==> config.mk <==
export PLATFORM = sky130hd
export DESIGN_NAME = id_ex_stage
export DESIGN_NICKNAME = d
export VERILOG_FILES = /design/src/rtl/pipe_pkg.sv /design/src/rtl/operand_fwd_mux.sv /design/src/rtl/id_ex_stage.sv
export SDC_FILE = /design/constraint.sdc
export NUM_CORES = 1
export LEC_CHECK = 0
export ABC_CLOCK_PERIOD_IN_PS = 5100
export CAP_MARGIN = 10
export CORE_AREA = 2 2 172 174
export CTS_BUF_LIST = sky130_fd_sc_hd__clkbuf_16
export DETAILED_ROUTE_END_ITERATION = 7
export DIE_AREA = 0 0 174 176
export GPL_TIMING_DRIVEN = 1
export PLACE_DENSITY = 0.69
export SYNTH_ARGS = -nofsm -noshare
export SYNTH_HDL_FRONTEND = slang
export SYNTH_SLANG_ARGS = --single-unit
==> constraint.sdc <==
create_clock -name CLK -period 5.1 [get_ports CLK]
set_clock_uncertainty 0.05 [all_clocks]
set_input_delay 1.02 -clock CLK [delete_from_list [all_inputs] [get_ports CLK]]
set_output_delay 1.02 -clock CLK [all_outputs]
set_load 0.01 [all_outputs]
==> src/rtl/pipe_pkg.sv <==
`default_nettype none
// +----------------------------------------------------------------------------+
// | pipe_pkg : shared widths and forward-select encoding for the ID/EX stage   |
// | Rev 1.0                                                                    |
// +----------------------------------------------------------------------------+
package pipe_pkg;

  localparam int          XLEN     = 32;
  localparam int          CTRL_W   = 8;
  localparam logic [4:0]  REG_ZERO = 5'd0;

  typedef enum logic [1:0] {
    FWD_RF  = 2'd0,
    FWD_EX  = 2'd1,
    FWD_MEM = 2'd2,
    FWD_WB  = 2'd3
  } fwd_sel_t;

endpackage : pipe_pkg
`default_nettype wire

==> src/rtl/operand_fwd_mux.sv <==
`default_nettype none
// +----------------------------------------------------------------------------+
// | operand_fwd_mux : priority bypass select (EX > MEM > WB > RF) for one source |
// | Rev 1.0                                                                    |
// +----------------------------------------------------------------------------+
module operand_fwd_mux #(
  parameter int XLEN = pipe_pkg::XLEN
) (
  input  logic [4:0]         i_rs,
  input  logic [XLEN-1:0]    i_rf_data,
  input  logic               i_ex_en,
  input  logic [4:0]         i_ex_rd,
  input  logic [XLEN-1:0]    i_ex_data,
  input  logic               i_mem_en,
  input  logic [4:0]         i_mem_rd,
  input  logic [XLEN-1:0]    i_mem_data,
  input  logic               i_wb_en,
  input  logic [4:0]         i_wb_rd,
  input  logic [XLEN-1:0]    i_wb_data,
  output logic [XLEN-1:0]    o_value,
  output pipe_pkg::fwd_sel_t o_sel
);
  import pipe_pkg::*;

  always_comb begin
    o_sel   = FWD_RF;
    o_value = i_rf_data;
    // x0 is hardwired: never bypassed, always reads as zero
    if (i_rs == REG_ZERO) begin
      o_value = '0;
    end else if (i_ex_en && (i_ex_rd == i_rs)) begin
      o_sel   = FWD_EX;
      o_value = i_ex_data;
    end else if (i_mem_en && (i_mem_rd == i_rs)) begin
      o_sel   = FWD_MEM;
      o_value = i_mem_data;
    end else if (i_wb_en && (i_wb_rd == i_rs)) begin
      o_sel   = FWD_WB;
      o_value = i_wb_data;
    end
  end

endmodule : operand_fwd_mux
`default_nettype wire

==> src/rtl/id_ex_stage.sv <==
`default_nettype none
// +----------------------------------------------------------------------------+
// | id_ex_stage : ID/EX pipeline register with bypass, load-use interlock,      |
// |               flush and EX backpressure. OPERAND_FORWARD_EN enables bypass.|
// | Rev 1.0                                                                    |
// +----------------------------------------------------------------------------+
module id_ex_stage #(
  parameter int XLEN   = pipe_pkg::XLEN,
  parameter int CTRL_W = pipe_pkg::CTRL_W
) (
  input  logic              CLK,
  input  logic              RST_N,
  input  logic              id_valid,
  output logic              id_ready,
  input  logic [XLEN-1:0]   id_pc,
  input  logic [4:0]        id_rs1,
  input  logic [4:0]        id_rs2,
  input  logic [4:0]        id_rd,
  input  logic [XLEN-1:0]   id_rd1,
  input  logic [XLEN-1:0]   id_rd2,
  input  logic [XLEN-1:0]   id_imm,
  input  logic [CTRL_W-1:0] id_ctrl,
  input  logic              id_is_load,
  input  logic              id_reg_write,
  input  logic              flush,
  input  logic              ex_ready,
  input  logic [XLEN-1:0]   ex_result,
  input  logic [4:0]        mem_rd,
  input  logic              mem_reg_write,
  input  logic [XLEN-1:0]   mem_result,
  input  logic [4:0]        wb_rd,
  input  logic              wb_reg_write,
  input  logic [XLEN-1:0]   wb_data,
  output logic              ex_valid,
  output logic [XLEN-1:0]   ex_pc,
  output logic [XLEN-1:0]   ex_op1,
  output logic [XLEN-1:0]   ex_op2,
  output logic [XLEN-1:0]   ex_imm,
  output logic [4:0]        ex_rd,
  output logic [CTRL_W-1:0] ex_ctrl,
  output logic              ex_is_load,
  output logic              ex_reg_write,
  output logic [31:0]       stall_cycles
);
  import pipe_pkg::*;

`ifdef OPERAND_FORWARD_EN
  localparam logic c_FWD_EN = 1'b1;
`else
  localparam logic c_FWD_EN = 1'b0;
`endif

  logic              r_ex_valid;
  logic [XLEN-1:0]   r_ex_pc, r_ex_op1, r_ex_op2, r_ex_imm;
  logic [4:0]        r_ex_rd;
  logic [CTRL_W-1:0] r_ex_ctrl;
  logic              r_ex_is_load, r_ex_reg_write;
  logic [31:0]       r_stall_cnt;

  logic              w_free, w_hazard, w_transfer;
  logic [XLEN-1:0]   w_op1, w_op2;
  fwd_sel_t          w_sel1, w_sel2;
  logic              w_ex_writer, w_ex_fwd_en;

  assign w_free      = !r_ex_valid || ex_ready;
  assign w_ex_writer = r_ex_valid && r_ex_reg_write;
  // a load's data is not available in EX, so it is never a bypass source
  assign w_ex_fwd_en = c_FWD_EN && w_ex_writer && !r_ex_is_load;

`ifdef OPERAND_FORWARD_EN
  assign w_hazard = w_ex_writer && r_ex_is_load && (r_ex_rd != REG_ZERO) &&
                    ((r_ex_rd == id_rs1) || (r_ex_rd == id_rs2));
`else
  function automatic logic f_writer_hit(input logic [4:0] rs);
    return (rs != REG_ZERO) &&
           ((w_ex_writer && (r_ex_rd == rs)) ||
            (mem_reg_write && (mem_rd == rs)) ||
            (wb_reg_write && (wb_rd == rs)));
  endfunction
  assign w_hazard = f_writer_hit(id_rs1) || f_writer_hit(id_rs2);
`endif

  assign id_ready   = w_free && !w_hazard;
  assign w_transfer = id_valid && id_ready;

  operand_fwd_mux #(.XLEN(XLEN)) u_fwd_op1 (
    .i_rs(id_rs1), .i_rf_data(id_rd1),
    .i_ex_en(w_ex_fwd_en), .i_ex_rd(r_ex_rd), .i_ex_data(ex_result),
    .i_mem_en(c_FWD_EN && mem_reg_write), .i_mem_rd(mem_rd), .i_mem_data(mem_result),
    .i_wb_en(c_FWD_EN && wb_reg_write), .i_wb_rd(wb_rd), .i_wb_data(wb_data),
    .o_value(w_op1), .o_sel(w_sel1)
  );

  operand_fwd_mux #(.XLEN(XLEN)) u_fwd_op2 (
    .i_rs(id_rs2), .i_rf_data(id_rd2),
    .i_ex_en(w_ex_fwd_en), .i_ex_rd(r_ex_rd), .i_ex_data(ex_result),
    .i_mem_en(c_FWD_EN && mem_reg_write), .i_mem_rd(mem_rd), .i_mem_data(mem_result),
    .i_wb_en(c_FWD_EN && wb_reg_write), .i_wb_rd(wb_rd), .i_wb_data(wb_data),
    .o_value(w_op2), .o_sel(w_sel2)
  );

  // select codes are for observation only
  logic w_unused_sel;
  assign w_unused_sel = ^{w_sel1, w_sel2};

  always_ff @(posedge CLK or negedge RST_N) begin
    if (!RST_N) begin
      r_ex_valid     <= 1'b0;
      r_ex_pc        <= '0;
      r_ex_op1       <= '0;
      r_ex_op2       <= '0;
      r_ex_imm       <= '0;
      r_ex_rd        <= '0;
      r_ex_ctrl      <= '0;
      r_ex_is_load   <= 1'b0;
      r_ex_reg_write <= 1'b0;
    end else if (flush) begin
      r_ex_valid     <= 1'b0;
      r_ex_is_load   <= 1'b0;
      r_ex_reg_write <= 1'b0;
    end else if (w_transfer) begin
      r_ex_valid     <= 1'b1;
      r_ex_pc        <= id_pc;
      r_ex_op1       <= w_op1;
      r_ex_op2       <= w_op2;
      r_ex_imm       <= id_imm;
      r_ex_rd        <= id_rd;
      r_ex_ctrl      <= id_ctrl;
      r_ex_is_load   <= id_is_load;
      r_ex_reg_write <= id_reg_write;
    end else if (w_free) begin
      r_ex_valid     <= 1'b0;
      r_ex_is_load   <= 1'b0;
      r_ex_reg_write <= 1'b0;
    end
  end

  always_ff @(posedge CLK or negedge RST_N) begin
    if (!RST_N) begin
      r_stall_cnt <= '0;
    end else if (id_valid && !id_ready && (r_stall_cnt != 32'hFFFF_FFFF)) begin
      r_stall_cnt <= r_stall_cnt + 32'd1;
    end
  end

  assign ex_valid     = r_ex_valid;
  assign ex_pc        = r_ex_pc;
  assign ex_op1       = r_ex_op1;
  assign ex_op2       = r_ex_op2;
  assign ex_imm       = r_ex_imm;
  assign ex_rd        = r_ex_rd;
  assign ex_ctrl      = r_ex_ctrl;
  assign ex_is_load   = r_ex_is_load;
  assign ex_reg_write = r_ex_reg_write;
  assign stall_cycles = r_stall_cnt;

endmodule : id_ex_stage
`default_nettype wire

* Word-level counts from Yosys, hierarchy flattened
Index checks and enable logic that the tools add are counted.
Storage, ports and cells: register bits 176, output and inout bits 177, logic and storage cells 56
Operators by class: $add $sub $neg 1, equality and inequality tests 7, multiplexer cells 9, bitwise operators 1, reduce and logical (&&, ||, !) cells 28
Operators by type and width (number):
- $mux 32 | 2
- $add 32x1->32 const B | 1
- $ne 32x32->1 const B | 1
- $eq 5x5->1 | 6
- $logic_and 1x1->1 | 13
- $logic_not 5->1 | 2
- $reduce_bool 5->1 | 2
- $mux 1 | 7
- $logic_or 1x1->1 | 6
- $logic_not 1->1 | 3
- $reduce_bool 3->1 | 1
- $reduce_and 2->1 | 1
- $not 1->1 | 1

* Logic depth before layout (Yosys ltp)
Gate-level depths: netlist of run 1.
depth in word-level cells 11, depth in mapped cells 10, mapped depth without buffers 8

* Modules after synthesis
A second synthesis of run 1 with hierarchy kept.
Second synthesis, totals: cells, all modules 877, area, all modules 10745.3 µm²
By module, submodules not included:
- id_ex_stage | times used 1, cells an instance 509, area each 7637.3 µm²
- operand_fwd_mux | times used 2, cells an instance 184, area each 1554.0 µm²

* Least setup slack after synthesis of run 1
OpenSTA, ideal clock, no wires.
path type input-to-output, from in id_rs1[1], to out id_ready, arrival time 2012 ps, required time 4030 ps, setup slack 2018 ps, stages on the path 7, path buffers 1, path through nor3_1 > nand2_1 > and4_1 > a221oi_2 > nand2_2 > inv_2 > buf_6
Between the ends: word-level cells in the longest chain between the ends 8, elaborated cells between the ends (all ways) 13
Ends and longest elaborated chain:
- from (decl) | line id_ex_stage.sv:16 | input logic [4:0] id_rs1,
- $eq 5x5->1
- $logic_and 1x1->1 (on tied branches) | line id_ex_stage.sv:76, id_ex_stage.sv:77
- $logic_or 1x1->1 | line id_ex_stage.sv:76 | ((w_ex_writer && (r_ex_rd == rs)) ||
- $logic_or 1x1->1 | line id_ex_stage.sv:77 | (mem_reg_write && (mem_rd == rs)) ||
- $logic_and 1x1->1 (*) | line id_ex_stage.sv:75 | return (rs != REG_ZERO) &&
- $logic_or 1x1->1 (*) | line id_ex_stage.sv:80 | assign w_hazard = f_writer_hit(id_rs1) || f_writer_hit(id_rs2);
- $logic_not 1->1 (*) | line id_ex_stage.sv:83 | assign id_ready = w_free && !w_hazard;
- $logic_and 1x1->1 (*) | line id_ex_stage.sv:83
- to (decl) | line id_ex_stage.sv:14 | output logic id_ready,
Every way passes the cells marked *; elsewhere a longest branch is shown, timed or not.

* Worst setup path in the final report of run 1
Ends and elaborated chain as after synthesis.

==> flow_summary_export.csv, run 1 <==
group,metric,value,unit
synth,synth_common_cells,"dfrtp_1, nand2_1, mux2_2",
min_path,hold_path_class,"flop to flop",
die,start_util,27.5,%
timing,period_needed,4.27,ns
clocking,cts.path.max_buffers,2,
timing,timing.fmax,0.234,GHz
global_route,overflow,0,
die,fp.dieArea,30600,µm²
timing,setup_tns,0,ns
clocking,cts_tree,"done",
clocking,hold_buffers,0,
run,drv_cap,0,
cells_and_area,syn_to_final_growth,55.8,%
critical_path,crit_top_cell,"clkdlybuf4s50_1",
synth,synth-seq-area-share,56.1,%
synth,async_flop_share,100,%
cells_and_area,diodes,0,
synth,ys_types,34,
clocking,postCtsSetupBuffers,0,
die,rows,62,
timing,hold_viol,0,
routing,firstDrtPassIters,4,
synth,synth_area_leaders,"dfrtp_1, mux2_2, mux2i_1",
global_route,grt_start_max_net_pins,92,
min_path,holdCritStartpoint,"ex_pc[20]",
global_route,grt_util_all_layers,15.2,%
min_path,whs_path_depth,1,
global_route,grt_pass1_wl,36.4,mm
critical_path,r2r.worst_path.cells,9,
place,place_hpwl,16.8,mm
synth,ys_warn_count,0,
synth,avgSynthCellArea,11.9,µm²
critical_path,slowest_stage,"clkdlybuf4s50_1",
synth,ys_seq_elements,176,
cells_and_area,final_area,12200,µm²
clocking,cts.sinks,176,
critical_path,critical_path_class,"primary input to output pin",
critical_path,crit_chain,"clkdlybuf4s50_1 > nor3_1 > nand2_1 > and4_1 > a221oi_2 > nand2_2 > inv_2 > clkdlybuf4s50_1",
place,dpl_cell_area,11700,µm²
critical_path,cpLargestDelayFamily,"buffers and inverters",
place,port_buffers,346,
routing,post_drt_wl_per_cell,16.5,µm
routing,ant_nets,0,
die,core_area,28500,µm²
cells_and_area,final_nets,1267,
synth,synthesis.nets,924,
routing,vias,6071,
synth,synth_top_area_share,56.1,%
critical_path,end_kind,"output pin",
timing,setup_viol,0,
critical_path,crit_start,"id_rs1[1]",
clocking,clock_latency,0.43,ns
clocking,htreeDepth,4,
routing,wirelength,23.0,mm
synth,postSynthCellCount,657,
timing,final.period_utilization,83.8,%
timing,max_slew_margin,43.6,%
synth,yosys.area.top_type,"dfrtp_1",
synth,yosysMostFrequentCell,"dfrtp_1",
critical_path,worst-path-buf-inv,3,
die,die_h,176,µm
timing,tightest_slew,0.846,ns
synth,synth_ff_type,"dfrtp_1",
power_and_ir_drop,power.leakage,0.00521,µW
clocking,path_clk_slew,0.07,ns
clocking,cts_made_buffers,17,
cells_and_area,drive_gt1_share,12.0,%
routing,drt_iter0_drc,185,
synth,synth_edf_count,0,
die,die_w,174,µm
place,place_congestion,0.787,
critical_path,crit_path_max_incr_delay,0.58,ns
min_path,holdPathEnd,"ex_pc[20]",
synth,synth_area,7850,µm²
clocking,clockRootBuffer,"clkbuf_16",
critical_path,rr_startpoint,"ex_rd[2]",
power_and_ir_drop,power.density,355,nW/µm²
critical_path,start_kind,"primary input",
timing,rsz0062_at_grt,"false",
timing,maxSlewViolCount,0,
critical_path,r2r_slack,2.27,ns
routing,routed_via_density,4.35,
outcome,status,"finished, final reports clean",
routing,drcViolationCount,0,
critical_path,crit_arrival,3.20,ns
die,num_io_pins,443,
critical_path,cp_max_fo,11,
global_route,antenna_found_initial,1,
critical_path,required,4.03,ns
critical_path,r2r-end,"ex_imm[11]",
clocking,post_cts_resize_count,0,
global_route,grt_pass1_vias,6573,
power_and_ir_drop,vdd_drop_max,177,µV
final cells by class:
class | count | area [µm²]
fill | 2727 | 16300
sequential | 176 | 4400
timing repair buffer | 352 | 3550
multi-input combinational | 382 | 2980
tap | 384 | 480
clock buffer | 17 | 425
inverter | 71 | 267
clock inverter | 15 | 120
worst max-delay path by stage:
stage / end / slack (ns) / cells after the start
floorplan: id_ready / 2.02 / 7
global placement: id_ready / 0.80 / 8
detailed placement: id_ready / 0.77 / 8
CTS: id_ready / 0.77 / 8
global route: id_ready / 0.59 / 8
finish: id_ready / 0.83 / 8
sequential cells by signal, indices dropped and copies added, names as in the netlist:
signal        count
ex_op1           32
ex_valid          1
ex_imm           32
ex_pc            32
stall_cycles     32
ex_is_load        1
ex_rd             5
ex_ctrl           8
ex_op2           32
ex_reg_write      1
routing by layer:
metal / GRT usage [%] / vias up / part of all wire [%]
met5: 0 / - / 0.044
met4: 4.55 / 2 / 1.3
met3: 5.02 / 18 / 7.4
met2: 25.7 / 223 / 49
met1: 18.4 / 2951 / 42
li1: - / 2877 / -
cells by family (layout without fill, tap and decap cells):
family | Yosys count | in the layout | synth area share [%]
DFF | 176 | 176 | 56.1
and+or+nand+nor | 173 | 173 | 10.9
muxes | 143 | 143 | 19.5
buffers and inverters | 99 | 455 | 5.98
xor gates and xnor gates | 60 | 60 | 6.70
AOI/OAI and AO/OA | 5 | 5 | 0.622
adders and majority gates | 1 | 1 | 0.159
report_power, final:
group / internal [µW] / total (µW) / leakage, µW / switching (µW)
Clock: 668 / 1250 / 0.000269 / 579
Sequential: 1660 / 1820 / 0.00213 / 168
Combinational: 773 / 1270 / 0.00282 / 499
layout by cell type, fill, tap and decap left out, types with 2 or more instances in the layout:
master / n
nor3_1: 3
buf_12: 3
xnor2_1: 47
inv_1: 70
nor3b_4: 2
dfrtp_1: 176
and3_1: 5
nand3_1: 17
buf_4: 3
clkinv_1: 5
clkdlybuf4s50_1: 345
nand4_1: 16
nand2_1: 91
mux2_2: 79
nor2_1: 10
or3_1: 3
nor4_1: 10
clkbuf_16: 17
clkinv_4: 6
mux2i_1: 64
a22o_1: 2
xor2_1: 13
or4_1: 7
clkinv_2: 2
stage by stage:
step / cells / setup WS [ns] / total power (µW) / utilization [%] / hold WS, ns
after detailed placement: 1365 / 0.775 / 3140 / 40.9 / 0.444
after global placement: 1365 / 0.800 / 3110 / 40.9 / 0.433
after global routing: 1397 / 0.586 / 4570 / 42.8 / 0.475
after CTS: 1397 / 0.768 / 4420 / 42.8 / 0.460
final: 1397 / 0.825 / 4340 / 42.8 / 0.457
after floorplan: 657 / 2.02 / 2320 / - / 0.475
Note: power is estimated with default switching activity, not from simulation.
==> run 2: changes to the inputs <==
--- a/config.mk
+++ b/config.mk
@@ -5,14 +5,14 @@
 export SDC_FILE = /design/constraint.sdc
 export NUM_CORES = 1
 export LEC_CHECK = 0
-export ABC_CLOCK_PERIOD_IN_PS = 5100
+export ABC_CLOCK_PERIOD_IN_PS = 4400
 export CAP_MARGIN = 10
-export CORE_AREA = 2 2 172 174
+export CORE_AREA = 2 2 173 175
 export CTS_BUF_LIST = sky130_fd_sc_hd__clkbuf_16
 export DETAILED_ROUTE_END_ITERATION = 7
-export DIE_AREA = 0 0 174 176
+export DIE_AREA = 0 0 175 177
 export GPL_TIMING_DRIVEN = 1
-export PLACE_DENSITY = 0.69
+export PLACE_DENSITY = 0.68
 export SYNTH_ARGS = -nofsm -noshare
 export SYNTH_HDL_FRONTEND = slang
 export SYNTH_SLANG_ARGS = --single-unit
==> constraint.sdc (replaced) <==
create_clock -name CLK -period 4.4 [get_ports CLK]
set_clock_uncertainty 0.05 [all_clocks]
set_input_delay 0.88 -clock CLK [delete_from_list [all_inputs] [get_ports CLK]]
set_output_delay 0.88 -clock CLK [all_outputs]
set_load 0.01 [all_outputs]
==> flow_summary_export.csv, run 2 (synthesis gave the netlist of run 1 again) <==
group,metric,value,unit
critical_path,start_kind,"primary input",
clocking,cts.path.max_buffers,2,
place,dp_cells,1378,
place,dpl_cell_area,11800,µm²
global_route,antenna_found_initial,2,
place,place_hpwl,16.9,mm
die,core_area,29200,µm²
critical_path,slowest_stage,"clkdlybuf4s50_1",
routing,vias,6033,
timing,tightest_slew,0.755,ns
clocking,post_cts_resize_count,0,
cells_and_area,final_nets,1274,
critical_path,r2r.worst_path.cells,7,
run,drv_cap,0,
place,place_congestion,0.791,
die,die_w,175,µm
cells_and_area,fin_cells,1412,
cells_and_area,final_common_cell,"clkdlybuf4s50_1",
clocking,postCtsSetupBuffers,0,
routing,firstDrtPassIters,4,
timing,hold_viol,0,
timing,max_slew_margin,49.6,%
critical_path,critical_path_class,"primary input to output pin",
critical_path,end_kind,"output pin",
timing,hold_ws,0.427,ns
routing,post_drt_wl_per_cell,16.3,µm
clocking,hold_buffers,0,
global_route,grt_util_all_layers,14.8,%
clocking,cts_made_buffers,17,
die,fp.dieArea,31000,µm²
power_and_ir_drop,seq_power_share,42.4,%
critical_path,crit_chain,"clkdlybuf4s50_1 > nor3_1 > nand2_1 > and4_1 > a221oi_2 > nand2_2 > inv_2 > clkdlybuf4s50_1",
clocking,cts.sinks,176,
power_and_ir_drop,intPower,3540,µW
critical_path,crit_path_max_incr_delay,0.57,ns
place,port_buffers,346,
power_and_ir_drop,p_switching,1440,µW
die,num_io_pins,443,
cells_and_area,drive_gt1_share,12.7,%
global_route,overflow,0,
clocking,clockRootBuffer,"clkbuf_16",
clocking,htreeDepth,4,
die,die_h,177,µm
routing,ant_nets,0,
clocking,clock_latency,0.43,ns
power_and_ir_drop,p_comb_share,29.8,%
routing,drcViolationCount,0,
timing,setup_viol,0,
global_route,grt_start_max_net_pins,78,
cells_and_area,fillers,2760,
critical_path,crit_top_cell,"clkdlybuf4s50_1",
cells_and_area,final_area,12300,µm²
min_path,hold_path_class,"primary input to asynchronous set/reset pin",
die,start_util,26.8,%
power_and_ir_drop,vdd_drop_max,272,µV
critical_path,crit_arrival,3.10,ns
critical_path,cp_max_fo,11,
timing,timing.fmax,0.248,GHz
timing,setup_tns,0,ns
timing,maxSlewViolCount,0,
power_and_ir_drop,p_clk_share,27.8,%
die,rows,63,
critical_path,required,3.47,ns
timing,rsz0062_at_grt,"false",
clocking,path_clk_slew,0.07,ns
timing,period_needed,4.03,ns
routing,routed_via_density,4.27,
outcome,status,"finished, final reports clean",
timing,final.period_utilization,91.6,%
global_route,grt_pass1_wl,35.5,mm
cells_and_area,syn_to_final_growth,56.7,%
global_route,grt_pass1_vias,6302,
routing,wirelength,23.0,mm
routing,drt_iter0_drc,217,
power_and_ir_drop,power.density,405,nW/µm²
power_and_ir_drop,power.leakage,0.00524,µW
cells_and_area,final_cell_mix,"clkdlybuf4s50_1, dfrtp_1, nand2_1",
clocking,cts_tree,"done",
power_and_ir_drop,power_switching_share,28.9,%
-- run 2: cell count changes in the layout (fill, tap and decap cells not counted), sizes merged --
cell | before | now
buf | 7 | 14
bufinv | 1 | 0
clkinv | 13 | 9
clkinvlp | 0 | 4
diode | 0 | 2
inv | 72 | 73
-- run 2: path summary, 6_finish.rpt --
check | start | end | slack, ns
worst max-delay path | id_rs1[1] | id_ready | 0.37
worst min-delay path | RST_N | stall_cycles[8] | 0.43
worst max register to register | stall_cycles[2] | stall_cycles[12] | 1.59
worst min register to register | stall_cycles[21] | stall_cycles[21] | 0.45
max in group asynchronous | RST_N | ex_pc[4] | 3.08
min in group CLK | stall_cycles[21] | stall_cycles[21] | 0.45
-- run 2: critical path, delay by kind of cell --
family / cells / cell delay (ns)
buffers and inverters: 3 / 1.29
AND/OR/NAND/NOR: 4 / 0.74
AO/OA/AOI/OAI: 1 / 0.20
-- run 2: through the flow --
stage | setup slack (ns) | utilization (%) | total power [µW]
after floorplan | 1.60 | - | 2690
after global placement | 0.344 | 40.2 | 3620
after detailed placement | 0.326 | 40.2 | 3640
after CTS | 0.323 | 42.0 | 5070
after global routing | 0.248 | 42.0 | 5240
final | 0.368 | 42.0 | 4980
-- run 2: final cells by class --
| class | count | area [µm²] | share of cell area [%] |
|---|---|---|---|
| inverter | 71 | 267 | 2.17 |
| clock buffer | 17 | 425 | 3.46 |
| tap | 390 | 488 | 3.97 |
| sequential | 176 | 4400 | 35.8 |
| antenna | 2 | 5.00 | 0.0407 |
| timing repair buffer | 359 | 3620 | 29.5 |
| multi-input combinational | 382 | 2980 | 24.2 |
| clock inverter | 15 | 98.8 | 0.804 |
-- run 2: routing by layer --
layer	global-route usage [%]	share of wire (%)	up-vias
li1	-	-	2876
met1	18.1	42	2944
met2	24.8	49	204
met3	5.03	7.1	9
met4	4.20	1.0	0
met5	0	0	-
-- run 2: power groups by stage --
| stage | Combinational (µW) | Clock (µW) | Sequential [µW] |
|---|---|---|---|
| after floorplan | 420 | 0 | 2270 |
| after global placement | 1490 | 0 | 2130 |
| after detailed placement | 1500 | 0 | 2140 |
| after CTS | 1510 | 1450 | 2110 |
| after global routing | 1590 | 1500 | 2150 |
| final | 1480 | 1390 | 2110 |
